==> src/rtl/counter_ctrl.sv <==
// Run/step/clear sequencer: debounces three buttons, owns the prescaler, strobes the counter.
// Latency: clean press to state/strobe change is DEBOUNCE_LIMIT+3 edges; outputs are registered.
// Backpressure: none; events arriving in STEP/CLEAR or below a same-cycle higher priority are dropped.
module counter_ctrl #(
    parameter int unsigned PRESCALE_WIDTH = 16,
    parameter int unsigned DEBOUNCE_LIMIT = 8,
    parameter int unsigned DEBOUNCE_WIDTH = 4
) (
    input  logic                      clk,
    input  logic                      rst_n,
    input  logic                      btn_run,
    input  logic                      btn_step,
    input  logic                      btn_clear,
    input  logic                      use_prescaler,
    input  logic [PRESCALE_WIDTH-1:0] prescale_limit,
    output logic                      count_en,
    output logic                      count_clr,
    output logic                      running,
    output logic [1:0]                state
);

    localparam logic [1:0] ST_IDLE  = 2'd0;
    localparam logic [1:0] ST_RUN   = 2'd1;
    localparam logic [1:0] ST_STEP  = 2'd2;
    localparam logic [1:0] ST_CLEAR = 2'd3;

    localparam int unsigned NUM_BTN = 3;
    localparam logic [DEBOUNCE_WIDTH-1:0] DB_LAST = DEBOUNCE_WIDTH'(DEBOUNCE_LIMIT - 1);

    // Bit order: 0 = clear, 1 = run, 2 = step
    logic [NUM_BTN-1:0] btn_raw;
    logic [NUM_BTN-1:0] sync1;
    logic [NUM_BTN-1:0] sync2;
    logic [NUM_BTN-1:0] level;
    logic [NUM_BTN-1:0] level_q;
    logic [NUM_BTN-1:0] press;

    assign btn_raw = {btn_step, btn_run, btn_clear};

    always_ff @(posedge clk or negedge rst_n) begin
        if (!rst_n) begin
            sync1   <= '0;
            sync2   <= '0;
            level_q <= '0;
        end else begin
            sync1   <= btn_raw;
            sync2   <= sync1;
            level_q <= level;
        end
    end

    for (genvar i = 0; i < NUM_BTN; i++) begin : g_db
        logic [DEBOUNCE_WIDTH-1:0] db_cnt;
        logic                      lvl;

        // Level flips on the edge where the disagreement count would reach the limit
        always_ff @(posedge clk or negedge rst_n) begin
            if (!rst_n) begin
                db_cnt <= '0;
                lvl    <= 1'b0;
            end else if (sync2[i] == lvl) begin
                db_cnt <= '0;
            end else if (db_cnt == DB_LAST) begin
                db_cnt <= '0;
                lvl    <= sync2[i];
            end else begin
                db_cnt <= db_cnt + DEBOUNCE_WIDTH'(1);
            end
        end

        assign level[i] = lvl;
    end

    assign press = level & ~level_q;

    logic evt_clear;
    logic evt_run;
    logic evt_step;

    assign evt_clear = press[0];
    assign evt_run   = press[1];
    assign evt_step  = press[2];

    logic [1:0] state_n;

    always_comb begin
        state_n = state;
        case (state)
            ST_IDLE: begin
                if (evt_clear)     state_n = ST_CLEAR;
                else if (evt_run)  state_n = ST_RUN;
                else if (evt_step) state_n = ST_STEP;
            end
            ST_RUN: begin
                if (evt_clear)     state_n = ST_CLEAR;
                else if (evt_run)  state_n = ST_IDLE;
            end
            ST_STEP:  state_n = ST_IDLE;
            ST_CLEAR: state_n = ST_IDLE;
            default:  state_n = ST_IDLE;
        endcase
    end

    logic [PRESCALE_WIDTH-1:0] pre;
    logic                      tick;
    logic                      stay_run;

    // >= rather than == so a lowered limit mid-run wraps immediately
    assign tick     = (pre >= prescale_limit);
    assign stay_run = (state == ST_RUN) && (state_n == ST_RUN);

    always_ff @(posedge clk or negedge rst_n) begin
        if (!rst_n) begin
            pre       <= '0;
            count_en  <= 1'b0;
            count_clr <= 1'b0;
            running   <= 1'b0;
            state     <= ST_IDLE;
        end else begin
            if (stay_run && !tick) pre <= pre + PRESCALE_WIDTH'(1);
            else                   pre <= '0;
            count_en  <= (state_n == ST_STEP) || (stay_run && (tick || !use_prescaler));
            count_clr <= (state_n == ST_CLEAR);
            running   <= (state_n == ST_RUN);
            state     <= state_n;
        end
    end

endmodule

==> config.mk <==
export PLATFORM = sky130hd
export DESIGN_NAME = counter_ctrl
export DESIGN_NICKNAME = d
export VERILOG_FILES = /design/src/rtl/counter_ctrl.sv
export SDC_FILE = /design/constraint.sdc
export NUM_CORES = 1
export LEC_CHECK = 0
export ABC_CLOCK_PERIOD_IN_PS = 4700
export CAP_MARGIN = 40
export CELL_PAD_IN_SITES_DETAIL_PLACEMENT = 0
export CELL_PAD_IN_SITES_GLOBAL_PLACEMENT = 1
export CORE_AREA = 4 4 76 78
export DETAILED_ROUTE_END_ITERATION = 7
export DIE_AREA = 0 0 80 82
export PLACE_DENSITY_LB_ADDON = 0.15
export SETUP_SLACK_MARGIN = 0.02
export SYNTH_ARGS = -nofsm -noshare
export SYNTH_HDL_FRONTEND = slang
export SYNTH_SLANG_ARGS = --single-unit
==> constraint.sdc <==
create_clock -name clk -period 4.7 [get_ports clk]
set_clock_uncertainty 0.15 [all_clocks]
set_input_delay 0.705 -clock clk [delete_from_list [all_inputs] [get_ports clk]]
set_output_delay 0.705 -clock clk [all_outputs]
set_load 0.02 [all_outputs]
## Yosys cells after proc, flatten, opt, wreduce, memory -nomap -nowiden

Index checks and enable logic that the tools add are counted.

| cells by class | value |
|---|---|
| multiplexer cells | 13 |
| $add $sub $neg | 4 |
| equality and inequality tests | 12 |
| magnitude comparators | 1 |
| reduce and logical (&&, ||, !) cells | 12 |
| bitwise operators | 5 |

Operators with widths:

| cell | count |
|---|---|
| 2-to-1 mux 4 bit | 6 |
| adder 16 x 1 -> 16 bit, second input constant | 1 |
| greater-or-equal comparator 16 bit | 1 |
| 2-to-1 mux 16 bit | 1 |
| adder 4 x 1 -> 4 bit, second input constant | 3 |
| equality test 4 x 3 -> 1 bit, second input constant | 3 |
| 2-to-1 mux 2 bit | 5 |
| equality test 2 bit, second input constant | 4 |
| one-hot mux 2 bit (3 select lines) | 1 |
| AND reduction 2 bit | 3 |
| equality test 2 x 1 -> 1 bit, second input constant | 2 |
| AND 3 bit | 1 |
| equality test 1 bit | 3 |
| logical AND 1 bit | 3 |
| inverter 1 bit | 3 |
| inverter 3 bit | 1 |
| zero test 1 bit | 2 |
| zero test 2 bit | 1 |
| logical OR 1 bit | 2 |
| OR reduction 2 bit | 1 |

| storage, ports and cells | value |
|---|---|
| word-level logic and storage cells | 61 |
| output and inout bits | 5 |
| bits of input ports | 22 |
| flip-flop bits (word level) | 45 |

## Logic depth before layout (Yosys ltp)

| logic depth | value |
|---|---|
| depth after elaboration | 10 |
| depth in mapped cells | 9 |
| mapped depth without buffers | 7 |

## Worst setup path before layout

Ideal clock, no wire load.

| timing path | value |
|---|---|
| kind | input to register |
| start | in prescale_limit[0] |
| end | reg pre[7] |
| data arrival time | 2.350 ns |
| required time | 4.479 ns |
| setup time | 0.071 ns |
| path slack | 2.129 ns |
| cell stages on the path | 8 |
| cells stage by stage | ha_1 > nand2b_4 > a2111oi_4 > a2111oi_1 > or4_1 > buf_2 > buf_6 > nor2_1 |

| between the ends | value |
|---|---|
| word-level cells in the longest chain between the ends | 4 |

Ends and longest elaborated chain:

| element | line | text |
|---|---|---|
| from (decl) | 15 | `input logic [PRESCALE_WIDTH-1:0] prescale_limit,` |
| greater-or-equal comparator 16 bit | 109 | `assign tick = (pre >= prescale_limit);` |
| zero test 1 bit | 120 | `if (stay_run && !tick) pre <= pre + PRESCALE_WIDTH'(1);` |
| logical AND 1 bit | 120 |  |
| 2-to-1 mux 16 bit | 120 |  |
| to (signal assigned) | 120 |  |
| to (decl) | 104 | `logic [PRESCALE_WIDTH-1:0] pre;` |

No other way between the ends.
A chain may end at the register's enable or synchronous reset.

## Worst setup path after layout

| timing path | value |
|---|---|
| start | in prescale_limit[13] |
| end | reg pre[12] |

Same word-level chain as after synthesis.

==> qor.csv <==
metric,value,unit
drt drc,0,
die area,6560,µm²
die width,80,µm
Post-Route WL,3.82,mm
largest net degree at the start of global routing,27,
syn_nets,253,
Clock transition at path regs,0.08,ns
max_cap viols,0,
layout cells sized above 1,5.74,%
"FF+latch count, synth",45,
I/O Buffers,26,
"Req. time, crit path",4.71,ns
H-tree depth,2,
Via Count,1494,
Peak VDD IR,0.257,mV
FILL cells,499,
core region area,5070,µm²
pwr dens,403,nW/µm²
Mapped Area,2220,µm²
Rel. slew slack,63.1,%
post-layout util,52.1,%
Iter 0 DRT Violations,63,
status,completed,
fin nets,285,
RSZ-0062 raised after global routing,no,
"Slew Viols, Final",0,
Die Y-Extent,82,µm
buffer count from post-CTS setup fixing,0,
setup TNS,0,ns
Pre-Repair DR Iteration Count,4,
wire per inst,12.2,µm
"Seq/Total Area, Yosys",50.8,%
"Max FO, Critical Path",16,
GPL Wtd Cong,0.735,
vias in the first global route,1507,
remaining antenna violation count after routing,0,
Rows,26,
Fin. Hold Viols,0,
Hold Crit Class,primary input to asynchronous set/reset pin,
gr ovfl total,0,
CTS tree,done,
crit path launch type,primary input,
post-CTS sizing,0,
Initial Util,43.7,%
Register Area,1130,µm²
total I/O pin count,27,
Peak Freq,331,MHz
unique cell type count in the Yosys netlist,28,
clock latency on the worst-skew pair,0.29,ns
final setup fails,0,
GRT Total Usage,13.5,%
crit path DAT,3.03,ns
mean number of vias per cell,4.76,
CP Capture Type,flip-flop,
final period utilization,64.2,%
Synth Area per Inst,10.5,µm²
Post-DP HPWL,2.93,mm
Leak,1.25,nW
# diodes,0,
Synth Instances,211,
initial antenna violation count,0,
Slew @ Worst Pin,0.553,ns
clock tree sinks,45,
CTS buffer count,5,
hold buffers post-CTS,0,
CP Class,primary input to flip-flop,
clock root buffer,clkbuf_8,
min cycle time layout,3.02,ns
multi-input logic area,1010,µm²
first-pass GRT wire length,6.74,mm
Ys Warns,0,
Longest Clk Path Bufs,2,
Synth-to-Final Area Change,19.4,%
cells by family after synthesis:
logic type,after synthesis,share of synthesized area [%]
AOI/OAI and AO/OA,20,6.38
xor gates and xnor gates,21,8.30
adders and majority gates,20,11.3
buffers and inverters,20,3.78
DFF,45,50.8
muxes,3,1.52
and+or+nand+nor,82,17.9
routing by layer:
| metal | GRT usage [%] | share of wire (%) | vias to the layer above |
|---|---|---|---|
| li1 | - | - | 770 |
| met1 | 17.3 | 48 | 694 |
| met2 | 22.4 | 46 | 28 |
| met3 | 3.73 | 5.1 | 2 |
| met4 | 3.55 | 0.50 | 0 |
| met5 | 0 | 0 | - |
report_power, final:
| group | internal (mW) | switching [mW] | total [mW] |
|---|---|---|---|
| combinational | 0.151 | 0.161 | 0.312 |
| clock | 0.103 | 0.123 | 0.226 |
| sequential | 0.465 | 0.0631 | 0.528 |
worst max-delay path: stages:
cell and delay, ns:
clkdlybuf4s50_1 0.45, inv_1 0.04, ha_1 0.28, nand4_1 0.12
or3_1 0.43, a2111oi_1 0.34, or4_1 0.54, nor2_1 0.12
path summary, 6_finish.rpt:
path                               startpoint           endpoint  slack [ns]  depth (start not counted)
max in group asynchronous               rst_n         level_q[2]        3.72                          2
hold / removal                          rst_n  g_db[2].db_cnt[1]        0.20                          1
setup / recovery           prescale_limit[13]            pre[12]        1.68                          8
min in group clk                     sync1[1]           sync2[1]        0.20                          0
setup reg to reg                       pre[0]            pre[12]        2.09                          7
hold reg to reg                      sync1[1]           sync2[1]        0.20                          0
state kept, by name (all words and copies together) (netlist names):
name         count
count_en         1
state            2
g_db.db_cnt     12
sync2            3
running          1
pre             16
level_q          3
count_clr        1
g_db.lvl         3
sync1            3
layout make-up:
cell class | instances | share of cell area, %
sequential | 45 | 42.6
multi-input combinational | 146 | 38.1
timing repair buffer | 27 | 10.4
tap | 70 | 3.31
clock buffer | 6 | 2.74
inverter | 18 | 2.55
clock inverter | 2 | 0.378
cell usage in the layout, fill, tap and decap left out, types with 2 or more instances in the layout:
cell	Yosys	routed
dfrtp_1	45	45
nor2_1	30	30
clkdlybuf4s50_1	0	25
ha_1	20	20
inv_1	18	18
nand2_1	13	13
xnor2_1	12	12
a21oi_1	10	10
nor3_1	10	10
xor2_1	9	9
nor2b_1	7	7
nand3_1	6	6
nand4_1	5	5
clkbuf_8	0	5
and3_1	4	4
o21ai_0	3	3
mux2_2	3	3
nand2b_1	2	2
o21a_1	2	2
o211ai_1	2	2
clkinv_2	0	2
Yosys cell counts:
cell	instances	area [µm²]
a2111oi_1	1	10.0
or4_1	1	7.51
nand2b_1	2	12.5
and3_1	4	25.0
inv_1	18	67.6
nand2_1	13	48.8
nand4_1	5	31.3
o211ai_1	2	15.0
buf_2	1	5.00
a21oi_1	10	50.1
dfrtp_1	45	1130
and4_1	1	8.76
a2111oi_4	1	27.5
xor2_1	9	78.8
or3_1	1	6.26
nor3_1	10	50.1
buf_6	1	11.3
nor3b_1	1	7.51
nor2b_1	7	43.8
nand2b_4	1	13.8
o21a_1	2	15.0
nor2_1	30	113
nand3_1	6	30.0
a211o_1	1	8.76
mux2_2	3	33.8
ha_1	20	250
o21ai_0	3	15.0
xnor2_1	12	105
through the flow:
stage | area [µm²] | worst slack, ns | hold slack, ns | total power, mW | instances
2_1_floorplan | 2220 | 2.13 | 0.181 | 0.753 | 211
3_3_place_gp | 2540 | 1.44 | 0.182 | 0.849 | 305
3_5_place_dp | 2560 | 1.35 | 0.186 | 0.856 | 306
4_1_cts | 2650 | 1.66 | 0.205 | 1.09 | 314
5_1_grt | 2650 | 1.45 | 0.219 | 1.15 | 314
6_report | 2650 | 1.68 | 0.202 | 1.07 | 314
Power figures use the tool's default switching activity.
